`config.mk`:
```
export PLATFORM = sky130hd
export DESIGN_NAME = diferenciador
export DESIGN_NICKNAME = d
export VERILOG_FILES = /design/src/rtl/diferenciador_pkg.sv /design/src/rtl/diferenciador_fifo_sync.sv /design/src/rtl/diferenciador.sv
export SDC_FILE = /design/constraint.sdc
export NUM_CORES = 1
export LEC_CHECK = 0
export ABC_CLOCK_PERIOD_IN_PS = 3000
export BUFFER_PORTS_ARGS = -buffer_cell sky130_fd_sc_hd__buf_2
export CAP_MARGIN = 10
export CORE_MARGIN = 4
export CORE_UTILIZATION = 50
export DETAILED_ROUTE_END_ITERATION = 12
export PLACE_DENSITY = 0.82
export SYNTH_ARGS = -nofsm -noshare
export SYNTH_HDL_FRONTEND = slang
export SYNTH_SLANG_ARGS = --single-unit
```
`constraint.sdc`:
```
create_clock -name clock -period 3 [get_ports clock]
set_clock_uncertainty 0.15 [all_clocks]
set_input_delay 0.6 -clock clock [delete_from_list [all_inputs] [get_ports clock]]
set_output_delay 0.6 -clock clock [all_outputs]
set_load 0.01 [all_outputs]
```
`src/rtl/diferenciador_pkg.sv`:
```
// -----------------------------------------------------------------------------
// diferenciador_pkg
// Shared constants for the step-recovery (differentiator) block:
//   - FSM state encodings (S_EMPTY, S_RUN, S_ERR)
//   - default widths DATA_W, STEP_W, DEPTH
//   - occupancy-width constant and helper to derive it from a FIFO depth
// -----------------------------------------------------------------------------
package diferenciador_pkg;

  typedef logic [1:0] state_t;

  localparam state_t S_EMPTY = 2'd0;  // waiting for a reference sample
  localparam state_t S_RUN   = 2'd1;  // reference held, recovering steps
  localparam state_t S_ERR   = 2'd2;  // out-of-range step seen, frozen until resync

  localparam int DATA_W = 6;
  localparam int STEP_W = 4;
  localparam int DEPTH  = 4;

  // Occupancy counter must represent 0..depth inclusive.
  function automatic int level_width(input int depth);
    return $clog2(depth) + 1;
  endfunction

  localparam int LEVEL_W = level_width(DEPTH);

endpackage

```
`src/rtl/diferenciador_fifo_sync.sv`:
```
// -----------------------------------------------------------------------------
// fifo_sync
// Single-clock first-word-fall-through FIFO. DEPTH must be a power of two so
// the read/write pointers wrap naturally.
// Ports:
//   clock, i_rst_n : clock (rising edge), asynchronous active-low reset
//   i_push, i_data : write request and data (ignored when full)
//   i_pop          : read request (ignored when empty)
//   o_data         : head entry, 0 when empty
//   o_full/o_empty : status flags
//   o_level        : occupancy, 0..DEPTH
// -----------------------------------------------------------------------------
module fifo_sync #(
  parameter int WIDTH = 4,
  parameter int DEPTH = 4
) (
  input  logic                     clock,
  input  logic                     i_rst_n,
  input  logic                     i_push,
  input  logic [WIDTH-1:0]         i_data,
  input  logic                     i_pop,
  output logic [WIDTH-1:0]         o_data,
  output logic                     o_full,
  output logic                     o_empty,
  output logic [$clog2(DEPTH):0]   o_level
);
  import diferenciador_pkg::*;

  localparam int AW = $clog2(DEPTH);
  localparam int LW = AW + 1;

  logic [WIDTH-1:0] r_mem [DEPTH];
  logic [AW-1:0]    r_wr_ptr;
  logic [AW-1:0]    r_rd_ptr;
  logic [LW-1:0]    r_level;
  logic             w_do_push;
  logic             w_do_pop;

  assign o_full    = (r_level == LW'(DEPTH));
  assign o_empty   = (r_level == {LW{1'b0}});
  assign o_level   = r_level;
  // A full FIFO never accepts a write, even if a read happens the same cycle.
  assign w_do_push = i_push && !o_full;
  assign w_do_pop  = i_pop && !o_empty;

  // Head presentation: zero when nothing is queued.
  always_comb begin
    o_data = {WIDTH{1'b0}};
    if (o_empty) begin
      o_data = {WIDTH{1'b0}};
    end else begin
      o_data = r_mem[r_rd_ptr];
    end
  end

  // Storage, pointers and occupancy counter.
  always_ff @(posedge clock or negedge i_rst_n) begin
    if (!i_rst_n) begin
      r_wr_ptr <= {AW{1'b0}};
      r_rd_ptr <= {AW{1'b0}};
      r_level  <= {LW{1'b0}};
      for (int i = 0; i < DEPTH; i++) begin
        r_mem[i] <= {WIDTH{1'b0}};
      end
    end else begin
      if (w_do_push) begin
        r_mem[r_wr_ptr] <= i_data;
        r_wr_ptr        <= r_wr_ptr + AW'(1);
      end
      if (w_do_pop) begin
        r_rd_ptr <= r_rd_ptr + AW'(1);
      end
      case ({w_do_push, w_do_pop})
        2'b10:   r_level <= r_level + LW'(1);
        2'b01:   r_level <= r_level - LW'(1);
        default: r_level <= r_level;
      endcase
    end
  end

endmodule

```
`src/rtl/diferenciador.sv`:
```
// -----------------------------------------------------------------------------
// diferenciador
// Recovers the increments fed into a feedback accumulator from its running
// output. Each accepted sample {i_overflow, i_data} is subtracted (modulo
// 2^(DATA_W+1)) from the previous one; differences that fit in STEP_W bits are
// queued in an output FIFO, larger ones raise a sticky error.
// Ports:
//   clock, i_rst_n          : clock (rising edge), asynchronous active-low reset
//   i_valid, i_data,
//   i_overflow, o_ready     : sample input handshake
//   i_resync                : drop the reference sample and clear the error
//   o_valid, o_step, i_ready: recovered-step output handshake (FIFO head)
//   o_error                 : sticky out-of-range flag
//   o_level                 : output FIFO occupancy
// -----------------------------------------------------------------------------
module diferenciador #(
  parameter int DATA_W = diferenciador_pkg::DATA_W,
  parameter int STEP_W = diferenciador_pkg::STEP_W,
  parameter int DEPTH  = diferenciador_pkg::DEPTH
) (
  input  logic                    clock,
  input  logic                    i_rst_n,
  input  logic                    i_valid,
  input  logic [DATA_W-1:0]       i_data,
  input  logic                    i_overflow,
  output logic                    o_ready,
  input  logic                    i_resync,
  output logic                    o_valid,
  output logic [STEP_W-1:0]       o_step,
  input  logic                    i_ready,
  output logic                    o_error,
  output logic [$clog2(DEPTH):0]  o_level
);
  import diferenciador_pkg::*;

  localparam int SW = DATA_W + 1;

  state_t          r_state;
  logic [SW-1:0]   r_prev;
  logic            r_error;

  logic [SW-1:0]   w_sample;
  logic [SW-1:0]   w_diff;
  logic            w_in_range;
  logic            w_accept;
  logic            w_push;
  logic            w_pop;
  logic            w_full;
  logic            w_empty;

  assign w_sample = {i_overflow, i_data};
  // Unsigned wrap-around subtraction absorbs accumulator roll-over.
  assign w_diff   = w_sample - r_prev;
  // Step is legal when every bit above the step width is clear.
  assign w_in_range = (w_diff[SW-1:STEP_W] == {(SW-STEP_W){1'b0}});

  // Resync forces ready low so the sample presented that cycle stays pending.
  assign o_ready  = (r_state != S_ERR) && !w_full && !i_resync;
  assign w_accept = i_valid && o_ready;
  assign w_push   = w_accept && (r_state == S_RUN) && w_in_range;
  assign w_pop    = i_ready && !w_empty;

  assign o_valid  = !w_empty;
  assign o_error  = r_error;

  // Reference-tracking FSM with sticky range error.
  always_ff @(posedge clock or negedge i_rst_n) begin
    if (!i_rst_n) begin
      r_state <= S_EMPTY;
      r_prev  <= {SW{1'b0}};
      r_error <= 1'b0;
    end else if (i_resync) begin
      r_state <= S_EMPTY;
      r_error <= 1'b0;
    end else begin
      case (r_state)
        S_EMPTY: begin
          if (w_accept) begin
            r_prev  <= w_sample;
            r_state <= S_RUN;
          end
        end
        S_RUN: begin
          if (w_accept) begin
            r_prev <= w_sample;
            if (!w_in_range) begin
              r_error <= 1'b1;
              r_state <= S_ERR;
            end
          end
        end
        S_ERR: begin
          r_state <= S_ERR;
        end
        default: begin
          r_state <= S_EMPTY;
        end
      endcase
    end
  end

  fifo_sync #(
    .WIDTH (STEP_W),
    .DEPTH (DEPTH)
  ) u_fifo (
    .clock   (clock),
    .i_rst_n (i_rst_n),
    .i_push  (w_push),
    .i_data  (w_diff[STEP_W-1:0]),
    .i_pop   (w_pop),
    .o_data  (o_step),
    .o_full  (w_full),
    .o_empty (w_empty),
    .o_level (o_level)
  );

endmodule
```
**Word level (Yosys, flattened, before mapping)**

Index checks and enable logic that the tools add are counted.
W data, S select, Z words.

- Bits in registers: 33
- Latch bits: 0
- Memory bits (writable): 0
- Memory bits (read-only): 0
- Input bits: 12
- Output and inout port bits: 10
- Logic and storage cells: 70
- Memories: 0

- Add/sub/neg operators: 5
- Multipliers: 0
- Divide/modulo/power cells: 0
- $lt $le $gt $ge: 3
- Eq/ne operators: 10
- Shift operators: 0
- Muxes and demuxes: 17
- Bitwise logic cells: 3
- Reduce and logical (&&, ||, !) cells: 22

Operator list:

| operator | number |
|---|---|
| $bwmux W16 | 1 |
| $mux W4 | 4 |
| $logic_and A1 B1 Y1 | 9 |
| $ne A3 B3 Y1 const B | 3 |
| $reduce_and A3 Y1 | 3 |
| $bmux W4 S2 | 1 |
| $demux W4 S2 | 1 |
| $mux W2 | 4 |
| $sub A7 B7 Y7 | 1 |
| $ge A3 B3 Y1 const B | 2 |
| $logic_not A3 Y1 | 2 |
| $not A2 Y3 | 2 |
| $pmux W2 S3 | 1 |
| $pmux W3 S2 | 1 |
| $reduce_bool A2 Y1 | 3 |
| $add A2 B1 Y2 const B | 2 |
| $eq A2 B1 Y1 const B | 2 |
| $eq A2 B2 Y1 const B | 2 |
| $mux W1 | 4 |
| $ne A2 B2 Y1 const B | 2 |
| $add A3 B1 Y3 const B | 1 |
| $eq A3 B3 Y1 const B | 1 |
| $logic_not A1 Y1 | 3 |
| $lt A3 B1 Y1 const B | 1 |
| other kinds (4) | 4 |

**Longest topological paths before layout**

Gate-level depths: netlist of run 1.

- Depth in word-level cells: 10
- Gate-level depth with buffers: 15
- Gate-level depth less buffers: 15

**By module**

Synthesis of run 1 repeated with hierarchy kept, for this count alone.

- Cell total of the unflattened synthesis: 183
- Area, all modules: 2003.2 µm²

By module, submodules not included:

| module | instances | cells an instance | area each (µm²) | seq. area each (µm²) |
|---|---|---|---|---|
| fifo_sync | 1 | 82 | 1138.6 | 575.6 |
| diferenciador | 1 | 101 | 864.6 | 250.2 |

**Worst setup path before layout of run 1**

OpenSTA, ideal clock, no wires.

- Path kind: input -> register
- Start point: input port i_data[0]
- End point: register u_fifo.r_level[2] (netlist: u_fifo.o_level[2])
- Library setup time: 0.079 ns
- Data arrival time: 3.074 ns
- Required time: 2.771 ns
- Setup slack: -0.303 ns
- Stages: 15
- Path buffers: 0
- Cells stage by stage: inv_1 -> ha_1 -> inv_1 -> fa_1 -> a211oi_2 -> o21bai_1 -> a211oi_2 -> nor3_4 -> nand2_2 -> ha_1 -> inv_1 -> fa_1 -> xor2_1 -> nor2_1 -> xor2_1

- Word-level cells in the longest chain between the ends: 6
- Elaborated cells on any way between the ends: 8
- Classes of those cells: add/sub: 1; eq/ne: 2; mux: 1; reduce/logical: 4

Ends and longest elaborated chain:

| element | RTL line | text |
|---|---|---|
| start: declaration | diferenciador.sv:24 | `input logic [DATA_W-1:0] i_data,` |
| $sub A7 B7 Y7 (*) | diferenciador.sv:53 | `assign w_diff = w_sample - r_prev;` |
| $logic_not A3 Y1 (*) | diferenciador.sv:55 | `assign w_in_range = (w_diff[SW-1:STEP_W] == {(SW-STEP_W){1'b0}});` |
| $logic_and A1 B1 Y1 (*) | diferenciador.sv:60 | `assign w_push = w_accept && (r_state == S_RUN) && w_in_range;` |
| $logic_and A1 B1 Y1 (*) | diferenciador_fifo_sync.sv:43 | `assign w_do_push = i_push && !o_full;` |
| $eq A2 B1 Y1 / $eq A2 B2 Y1 (equally long branches) | diferenciador_fifo_sync.sv:73 | `case ({w_do_push, w_do_pop})` |
| $pmux W3 S2 / $reduce_bool A2 Y1 (equally long branches) | -- |  |
| end signal: assignment | diferenciador_fifo_sync.sv:74 | `2'b10: r_level <= r_level + LW'(1);` |
| end signal: assignment | diferenciador_fifo_sync.sv:75 | `2'b01: r_level <= r_level - LW'(1);` |
| end signal: assignment | diferenciador_fifo_sync.sv:76 | `default: r_level <= r_level;` |
| end: declaration | diferenciador_fifo_sync.sv:35 | `logic [LW-1:0] r_level;` |

Mark *: on every way between the ends. The rest lies on a longest branch, timed or not.
A chain may end at the register's enable or synchronous reset.

**Worst setup path in the final report of run 1**

Same ends and word-level chain as after synthesis.

==> results of run 1 <==
-- report_power, final --
group	leakage [nW]	switching, mW	internal [mW]
Clock	0.0585	0.158	0.271
Combinational	0.703	0.555	0.539
Sequential	0.412	0.127	0.577
Total	1.17	0.840	1.39
-- final timing paths --
check / start / to / cells after the start
worst max-delay path: i_data[0] / u_fifo.o_level[2]$_DFFE_PN0P_ / 17
worst min-delay path: i_rst_n / r_prev[0]$_DFFE_PN0P_ / 1
worst max register to register: r_prev[0]$_DFFE_PN0P_ / u_fifo.o_level[2]$_DFFE_PN0P_ / 15
worst min register to register: u_fifo.r_mem[9]$_DFFE_PN0P_ / u_fifo.r_mem[9]$_DFFE_PN0P_ / 1
max in group asynchronous: i_rst_n / u_fifo.o_level[0]$_DFFE_PN0P_ / 1
min in group clock: u_fifo.r_mem[9]$_DFFE_PN0P_ / u_fifo.r_mem[9]$_DFFE_PN0P_ / 1
-- area by class of cell --
class | instances | area, um2
multi-input combinational | 108 | 1100
tap | 48 | 60.1
inverter | 18 | 80.1
timing repair buffer | 35 | 220
fill | 310 | 1310
clock buffer | 7 | 86.3
clock inverter | 1 | 30.0
sequential | 33 | 826
-- flip-flops by register name (all words and copies together), names as in the netlist --
| signal | cells |
|---|---|
| u_fifo.r_wr_ptr | 2 |
| r_prev | 7 |
| u_fifo.r_rd_ptr | 2 |
| r_state | 2 |
| o_error | 1 |
| u_fifo.o_level | 3 |
| u_fifo.r_mem | 16 |
-- metal layers --
layer  global-route usage  part of all wire  vias to the layer above
met5                    0                 0                        -
met4               0.0574             0.017                        0
met3               0.0489             0.041                        6
met2                0.271              0.51                       26
met1                0.201              0.43                      638
li1                     -                 -                      634
-- kinds of logic (layout without fill, tap and decap cells) --
kind of cell / Yosys count / in the layout / synth area share
AO/OA/AOI/OAI: 19 / 19 / 0.0820
flip-flops: 33 / 33 / 0.423
adder cells (fa/ha/maj): 17 / 17 / 0.117
buffers and inverters: 19 / 61 / 0.0365
multiplexers: 29 / 29 / 0.186
AND/OR/NAND/NOR: 34 / 34 / 0.115
XOR/XNOR: 9 / 9 / 0.0404
-- per-stage QoR --
stage	util	worst slack (ps)	instances
final	0.646	43.8	250
after global routing	0.646	-90.9	250
after floorplan	-	-194	160
after global placement	0.607	-355	241
after CTS	0.644	2.01	250
after detailed placement	0.607	-460	241
-- what timing repair did --
action                                 CTS  global route
buffers inserted                         1             0
endpoints found under the hold margin    0             0
setup endpoints to repair                2             2
gates resized for setup                  3             3
pin swaps                               10             2
-- cell usage after synthesis, types with 2 or more instances --
library cell and number:
mux2_1 13, and2_1 6, a211oi_2 2, nor2_1 8, mux2_2 6, ha_1 15
nand2b_1 5, nand2_1 3, nor3_4 2, o21ai_0 3, mux4_2 4, dfrtp_1 33
nand3_2 5, xnor2_1 4, fa_1 2, o21a_1 2, xor2_1 5, inv_2 2
a21oi_1 4, inv_1 16, mux2i_1 6
==> impl_metrics.csv, run 1 <==
group,metric,value,unit
global_routing,grt_usage,0.163,
layout,postLayoutCellArea,2400,um2
yosys,synth-edff-count,0,
power_and_ir_drop,ir_worst_vdd,0.475,mV
setup_path,r2r_slack,80,ps
sta,tightest_slew,730,ps
yosys,ys_ff_latch,33,
layout,layout_common_cells,"dfrtp_1 (33), buf_2 (20), buf_4 (14)",
drt,wl_per_cell,14.2,um
die,die_w,70.5,um
sta,relSlewSlack,0.513,
layout,final_common_cell,"dfrtp_1",
placement,gp_congestion,0.850,
clock_tree,cts-root-buf,"clkbuf_8",
clock_tree,clk_latency,290,ps
global_routing,grt.overflow.total,0,
drt,totalWireLength,3550,um
placement,portBuffers,21,
sta,hold_violations,0,
setup_path,crit_type,"in -> reg",
global_routing,grt_pass1_wl,6430,um
yosys,yosysUniqueCellTypes,35,
flow_run,cap_viol_max_count,0,
die,fp.dieH,70.5,um
setup_path,cp.arrival,2970,ps
die,row_count,22,
yosys,synthFlopType,"dfrtp_1",
setup_path,crit_chain,"buf_8 > inv_12 > ha_4 > inv_2 > fa_2 > a211oi_4 > buf_4 > nor2_2 > a31o_1 > nor3_4 > nand2_2 > ha_4 > inv_2 > fa_2 > xor2_1 > nor2_1 > xor2_1",
die,start_util,0.526,
yosys,avgSynthCellArea,12.2,um2
global_routing,antenna_found_initial,0,
sta,finalCritPeriodShare,0.985,
placement,place_area,2250,um2
clock_tree,clk_transition_reported_paths,70,ps
sta,slew_viol_final,0,
yosys,syn_area,1950,um2
setup_path,worstPathRequired,3020,ps
sta,min_period,2960,ps
setup_path,slowest_delay,360,ps
yosys,synth_nets,189,
yosys,synth_seq_area_share,0.423,
layout,final_layout_size_suffix_gt1_frac,0.371,
yosys,synth_area_leaders,"dfrtp_1 (42%), ha_1 (9.6%), mux2_1 (7.5%), mux4_2 (4.6%), mux2_2 (3.5%)",
drt,ant_nets,0,
power_and_ir_drop,pwr_density_cell,927,nW/um2
drt,dr.pass1.iters,5,
clock_tree,clock_sinks,33,
global_routing,grt_max_degree,34,
outcome,status,"finished, final reports clean",
sta,fmax,0.338,GHz
global_routing,grt_pass1_vias,1455,
drt,drtIter0Drc,76,
sta,finalSetupTns,0,ps
die,ios,22,
sta,holdWs,215,ps
layout,syn2layout_area_growth,23.0,%
setup_path,startpoint_type,"primary input",
drt,vias_per_cell,5.22,
layout,diodes,0,
setup_path,critical-path-top-delay-family,"adder cells",
sta,rsz0062_at_grt,"true",
power_and_ir_drop,finalPower,2.23,mW
die,dieArea,4970,um2
clock_tree,cts_buffer_depth,2,
power_and_ir_drop,p_leak,1.17,nW
clock_tree,cts-buffers-inserted,5,
clock_tree,cts_tree,"yes",
setup_path,critPathSlowestCell,"fa_2",
yosys,synth_cells,160,
setup_path,end_kind,"register",
setup_path,critPathBufInv,5,
yosys,yosys.area.top_type,"dfrtp_1",
setup_path,crit_path_max_fanout,2,
placement,hpwl,2840,um
sta,setup_violations,0,
hold_path,min_path_type,"in -> async",
yosys,synth_top_area_share,0.423,
clock_tree,htree_levels,2,
drt,vias,1304,
yosys,async_reset_ff_frac,1.00,
clock_tree,hold_buffers,0,
drt,drc_errors,0,
yosys,yosys_warnings,0,
layout,fin_nets,230,
die,fp.coreArea,3720,um2
Note: power is estimated with default switching activity, not from simulation.
==> inputs of run 2 (changes only) <==
--- a/config.mk
+++ b/config.mk
@@ -8,10 +8,13 @@
 export ABC_CLOCK_PERIOD_IN_PS = 3000
 export BUFFER_PORTS_ARGS = -buffer_cell sky130_fd_sc_hd__buf_2
 export CAP_MARGIN = 10
+export CELL_PAD_IN_SITES_DETAIL_PLACEMENT = 0
+export CELL_PAD_IN_SITES_GLOBAL_PLACEMENT = 2
 export CORE_MARGIN = 4
-export CORE_UTILIZATION = 50
+export CORE_UTILIZATION = 33
 export DETAILED_ROUTE_END_ITERATION = 12
-export PLACE_DENSITY = 0.82
+export PLACE_DENSITY = 0.8
+export SLEW_MARGIN = 0
 export SYNTH_ARGS = -nofsm -noshare
 export SYNTH_HDL_FRONTEND = slang
 export SYNTH_SLANG_ARGS = --single-unit
==> impl_metrics.csv, run 2 (synthesis results as in run 1) <==
group,metric,value,unit
drt,vias,1276,
power_and_ir_drop,clkPwrFrac,0.197,
setup_path,crit_type,"in -> reg",
power_and_ir_drop,finalPower,2.21,mW
setup_path,critical-path-top-delay-family,"adder cells",
power_and_ir_drop,p_int,1.36,mW
sta,relSlewSlack,0.502,
layout,multiInputGateArea,1090,um2
layout,final-seq-area,826,um2
flow_run,cap_viol_max_count,0,
setup_path,rr_startpoint,"r_prev[0]$_DFFE_PN0P_",
sta,setup_violations,0,
drt,dr.pass1.iters,4,
clock_tree,htree_levels,2,
die,die_w,84.9,um
hold_path,min_path_type,"in -> async",
setup_path,ff2ff_path_depth,14,
power_and_ir_drop,p_leak,1.17,nW
sta,setup_slack,10.1,ps
global_routing,grt_usage,0.124,
sta,fmax,0.334,GHz
placement,place_area,2290,um2
drt,totalWireLength,3900,um
die,fp.coreArea,5610,um2
clock_tree,cts-root-buf,"clkbuf_8",
die,row_count,27,
die,start_util,0.348,
setup_path,crit_start,"i_data[0]",
layout,largest_register_ffs,16,
drt,ant_nets,0,
layout,fin_nets,230,
layout,diodes,0,
setup_path,crit_chain,"buf_8 > inv_12 > ha_4 > inv_2 > fa_2 > a211oi_4 > o21bai_1 > a211oi_2 > nor3_4 > nand2_2 > ha_4 > inv_2 > fa_2 > xor2_1 > nor2_1 > xor2_1",
layout,final_layout_size_suffix_gt1_frac,0.361,
global_routing,grt_pass1_wl,7180,um
setup_path,path_depth,16,
sta,rsz0062_at_grt,"true",
die,ios,22,
setup_path,r2r_slack,50,ps
power_and_ir_drop,seq_power_share,0.320,
setup_path,crit_path_max_fanout,3,
setup_path,startpoint_type,"primary input",
drt,drtIter0Drc,38,
sta,tightest_slew,747,ps
clock_tree,clock_sinks,33,
drt,drc_errors,0,
clock_tree,clk_transition_reported_paths,70,ps
power_and_ir_drop,switching_share,0.382,
clock_tree,post_cts_buffers,0,
outcome,status,"finished, final reports clean",
drt,wl_per_cell,14.2,um
layout,regMostFlops,"u_fifo.r_mem",
power_and_ir_drop,pwr_density_cell,909,nW/um2
clock_tree,cts_buffer_depth,2,
setup_path,cp-endpoint,"u_fifo.o_level[2]$_DFFE_PN0P_",
power_and_ir_drop,switchingPower,843,uW
sta,hold_violations,0,
sta,slew_viol_final,0,
layout,fill_cells,542,
global_routing,grt_pass1_vias,1524,
clock_tree,clk_latency,280,ps
placement,gp_congestion,0.825,
die,dieArea,7210,um2
setup_path,worstPathRequired,3050,ps
global_routing,antenna_found_initial,0,
placement,hpwl,2990,um
global_routing,grt_max_degree,34,
layout,postLayoutCellArea,2430,um2
clock_tree,cts_tree,"yes",
setup_path,slowest_delay,370,ps
layout,layout_common_cells,"dfrtp_1 (33), buf_2 (20), buf_4 (14)",
setup_path,critPathSlowestCell,"fa_2",
setup_path,critPathBufInv,4,
global_routing,grt.overflow.total,0,
sta,holdWs,225,ps
die,fp.dieH,84.9,um
setup_path,cp.arrival,3040,ps
drt,vias_per_cell,4.66,
setup_path,rr_endpoint,"u_fifo.o_level[2]$_DFFE_PN0P_",
power_and_ir_drop,ir_worst_vdd,0.377,mV
layout,final_common_cell,"dfrtp_1",
layout,finish.utilization,0.433,
sta,finalCritPeriodShare,0.997,
power_and_ir_drop,combPwrFrac,0.483,
placement,portBuffers,21,
sta,min_period,2990,ps
setup_path,end_kind,"register",
placement,dp_slack,-478,ps
layout,syn2layout_area_growth,24.2,%
clock_tree,cts-buffers-inserted,5,
run 2: metrics by stage:
| stage | instances | setup TNS, ps |
|---|---|---|
| after floorplan | 160 | -358 |
| after global placement | 266 | -2190 |
| after detailed placement | 266 | -2760 |
| after CTS | 274 | -34.4 |
| after global routing | 274 | -117 |
| final | 274 | 0 |
run 2: layer usage:
layer  track usage  wire length (um)
met5             0                 0
met4        0.0388                47
met1         0.158              1800
met2         0.209              1930
met3        0.0252               121
run 2: worst min path at each step:
stage,from,end,slack [ps],depth (start not counted)
2_1_floorplan,i_rst_n,o_error$_DFFE_PN0P_,150,0
6_report,i_rst_n,r_prev[2]$_DFFE_PN0P_,230,1
3_3_place_gp,u_fifo.r_mem[1]$_DFFE_PN0P_,u_fifo.r_mem[1]$_DFFE_PN0P_,320,1
4_1_cts,i_rst_n,r_prev[2]$_DFFE_PN0P_,250,1
5_1_grt,i_rst_n,r_prev[2]$_DFFE_PN0P_,300,1
3_5_place_dp,u_fifo.r_mem[6]$_DFFE_PN0P_,u_fifo.r_mem[6]$_DFFE_PN0P_,330,1
run 2: final cells by class:
type                    count  share of cell area
clock inverters             1              0.0124
flip-flops and latches     33               0.340
well taps                  72              0.0371
multi-input cells         108               0.451
clock buffers               7              0.0356
repair buffers             35              0.0908
inverters                  18              0.0330
run 2: power groups by stage:
| stage | sequential (mW) | clock [mW] | combinational [mW] |
|---|---|---|---|
| CTS | 0.707 | 0.451 | 1.09 |
| floorplan | 0.676 | 0 | 0.768 |
| global placement | 0.705 | 0 | 1.02 |
| global route | 0.727 | 0.472 | 1.20 |
| finish | 0.705 | 0.435 | 1.07 |
| detailed placement | 0.715 | 0 | 1.06 |
run 2: timing repair:
action                                  in CTS  in global routing
endpoints found under the setup margin       2                  1
resized for setup                            4                  0
pin swaps                                   10                  1
hold buffers                                 0                  0
==> inputs of run 3 (changes only) <==
--- a/config.mk
+++ b/config.mk
@@ -13,8 +13,9 @@
 export CORE_MARGIN = 4
 export CORE_UTILIZATION = 33
 export DETAILED_ROUTE_END_ITERATION = 12
-export PLACE_DENSITY = 0.8
+export PLACE_DENSITY = 0.81
 export SLEW_MARGIN = 0
 export SYNTH_ARGS = -nofsm -noshare
 export SYNTH_HDL_FRONTEND = slang
+export SYNTH_HIERARCHICAL = 1
 export SYNTH_SLANG_ARGS = --single-unit
==> impl_metrics.csv, run 3 <==
group,metric,value,unit
outcome,status,"finished, final reports clean",
yosys,synth_top_area_share,0.412,
clock_tree,clock_sinks,33,
yosys,ys_top_cells_by_count,"dfrtp_1 (33), inv_1 (22), mux2_2 (19), ha_1 (14), nand2_1 (12)",
die,dieArea,7380,um2
flow_run,cap_viol_max_count,0,
clock_tree,cts_tree,"yes",
drt,wl_per_cell,13.1,um
drt,drc_errors,0,
die,start_util,0.338,
layout,final_common_cell,"dfrtp_1",
power_and_ir_drop,combPwrFrac,0.545,
sta,slew_viol_final,0,
placement,dp_slack,-424,ps
power_and_ir_drop,p_int,1.36,mW
die,die_w,85.9,um
yosys,yosys.area.top_type,"dfrtp_1",
yosys,yosys_warnings,6,
setup_path,worstPathRequired,3020,ps
clock_tree,hold_buffers,0,
drt,drtIter0Drc,36,
global_routing,grt_pass1_wl,6950,um
placement,gp_congestion,0.751,
yosys,syn_area,2000,um2
power_and_ir_drop,p_leak,1.26,nW
setup_path,crit_type,"in -> reg",
sta,setup_violations,0,
power_and_ir_drop,switchingPower,873,uW
setup_path,crit_path_max_fanout,4,
yosys,synthFlopType,"dfrtp_1",
power_and_ir_drop,seq_power_share,0.308,
global_routing,grt.overflow.total,0,
die,fp.dieH,85.9,um
setup_path,startpoint_type,"primary input",
drt,vias_per_cell,4.63,
layout,diodes,0,
drt,ant_nets,0,
clock_tree,htree_levels,2,
setup_path,critPathSlowestCell,"fa_2",
yosys,synth-edff-count,0,
layout,syn2layout_area_growth,29.4,%
power_and_ir_drop,clkPwrFrac,0.146,
layout,fin_nets,261,
yosys,avgSynthCellArea,10.9,um2
sta,setup_slack,38.2,ps
drt,totalWireLength,4040,um
setup_path,cp.arrival,2980,ps
drt,vias,1430,
power_and_ir_drop,ir_worst_vdd,0.324,mV
yosys,synth_seq_area_share,0.412,
hold_path,min_path_type,"in -> async",
setup_path,slowest_delay,350,ps
layout,largest_register_ffs,16,
sta,relSlewSlack,0.498,
sta,tightest_slew,753,ps
yosys,yosysMostFrequentCell,"dfrtp_1",
sta,fmax,0.338,GHz
layout,layout_common_cells,"dfrtp_1 (33), buf_4 (25), inv_1 (20), buf_2 (20), mux2_2 (19)",
global_routing,antenna_found_initial,0,
clock_tree,clk_transition_reported_paths,70,ps
setup_path,end_kind,"register",
yosys,yosysUniqueCellTypes,43,
sta,rsz0062_at_grt,"true",
global_routing,grt_max_degree,34,
yosys,synth_area_leaders,"dfrtp_1 (41%), mux2_2 (11%), ha_1 (8.7%), mux4_2 (4.5%), inv_1 (4.1%)",
power_and_ir_drop,switching_share,0.391,
layout,regMostFlops,"u_fifo/r_mem",
setup_path,crit_chain,"buf_8 > inv_8 > ha_4 > fa_2 > nand2b_4 > a21oi_4 > mux2i_4 > nor3_4 > nor3_4 > nand2b_4 > ha_4 > inv_2 > fa_2 > xor2_1 > nor2_1 > xor2_1",
sta,min_period,2960,ps
sta,finalCritPeriodShare,0.987,
global_routing,grt_usage,0.121,
die,row_count,28,
yosys,synth_nets,211,
yosys,async_reset_ff_frac,1.00,
setup_path,ff2ff_path_depth,14,
clock_tree,clk_latency,280,ps
placement,portBuffers,21,
yosys,ys_ff_latch,33,
power_and_ir_drop,pwr_density_cell,862,nW/um2
layout,final_layout_size_suffix_gt1_frac,0.432,
die,ios,22,
clock_tree,cts-root-buf,"clkbuf_8",
global_routing,grt_pass1_vias,1474,
drt,dr.pass1.iters,4,
clock_tree,cts-buffers-inserted,5,
yosys,synth_cells,183,
sta,hold_violations,0,
power_and_ir_drop,finalPower,2.23,mW
placement,hpwl,3000,um
die,fp.coreArea,5920,um2
sta,finalSetupTns,0,ps
clock_tree,cts_buffer_depth,2,
-- run 3: changes by cell type after synthesis, moves of 3 or more --
| cell | delta |
|---|---|
| nand2_1 | +9 |
| o211a_1 | +3 |
| mux2_2 | +13 |
| nand3_2 | -5 |
| mux2i_1 | -4 |
| mux2_1 | -13 |
| inv_1 | +6 |
| nor2_1 | +3 |
| o21ai_0 | +6 |
| nor3_1 | +3 |
-- run 3: metal layers --
layer	GRT usage	vias to the layer above	wire, um
li1	-	726	-
met1	0.155	681	1910
met2	0.198	17	1940
met3	0.0298	6	120
met4	0.0432	0	70
met5	0	-	0
-- run 3: metrics by stage --
step            util  hold slack, ps  std cells  cell area (um2)
6_report       0.438             230        309             2590
3_5_place_dp   0.410             342        295             2430
4_1_cts        0.429             257        305             2540
5_1_grt        0.438             293        309             2590
2_1_floorplan      -             154        183             2100
3_3_place_gp   0.410             337        295             2430
-- run 3: cells by family (layout without fill, tap and decap cells) --
logic type | after synthesis | after routing | share of synthesized area
compound gates | 24 | 24 | 0.0781
mux | 25 | 25 | 0.162
simple gates | 51 | 51 | 0.150
buf+inv | 25 | 76 | 0.0475
xor+xnor | 9 | 9 | 0.0431
fa+ha+maj | 16 | 16 | 0.107
flops | 33 | 33 | 0.412
-- run 3: final cells by class --
cell class,instances,area (um2)
Fill cell,596,3330
Multi-Input combinational cell,125,1200
Sequential cell,33,826
Timing Repair Buffer,46,303
Tap cell,75,93.8
Inverter,22,90.1
Clock buffer,6,72.6
Clock inverter,2,10.0
-- run 3: path summary, 6_finish.rpt --
path / start / endpoint / slack [ps]
worst min-delay path: i_rst_n / r_prev[4]$_DFFE_PN0P_ / 230
worst max-delay path: i_data[0] / u_fifo/o_level[2]$_DFFE_PN0P_ / 40
max in group asynchronous: i_rst_n / u_fifo/r_mem[1]$_DFFE_PN0P_ / 1980
min in group clock: u_fifo/r_mem[4]$_DFFE_PN0P_ / u_fifo/r_mem[4]$_DFFE_PN0P_ / 350
worst max register to register: r_prev[0]$_DFFE_PN0P_ / u_fifo/o_level[2]$_DFFE_PN0P_ / 50
worst min register to register: u_fifo/r_mem[4]$_DFFE_PN0P_ / u_fifo/r_mem[4]$_DFFE_PN0P_ / 350
-- run 3: worst max-delay path, delay by kind of cell --
kind	cells	cell delay (ps)
and+or+nand+nor	5	660
adders and majority gates	4	830
AOI/OAI and AO/OA	1	160
xor gates and xnor gates	2	280
muxes	1	280
buffers and inverters	3	170
-- run 3: power by group through the flow --
| stage | clock [mW] | combinational (mW) | sequential (mW) |
|---|---|---|---|
| 2_1_floorplan | 0 | 0.798 | 0.669 |
| 4_1_cts | 0.346 | 1.20 | 0.692 |
| 6_report | 0.327 | 1.22 | 0.689 |
| 3_5_place_dp | 0 | 1.16 | 0.701 |
| 3_3_place_gp | 0 | 1.14 | 0.698 |
| 5_1_grt | 0.364 | 1.36 | 0.712 |
-- run 3: repair_timing --
| action | CTS | global route |
|---|---|---|
| setup buffers | 2 | 4 |
| gates resized for setup | 4 | 3 |
| pin swaps | 8 | 1 |
| setup endpoints to repair | 9 | 18 |
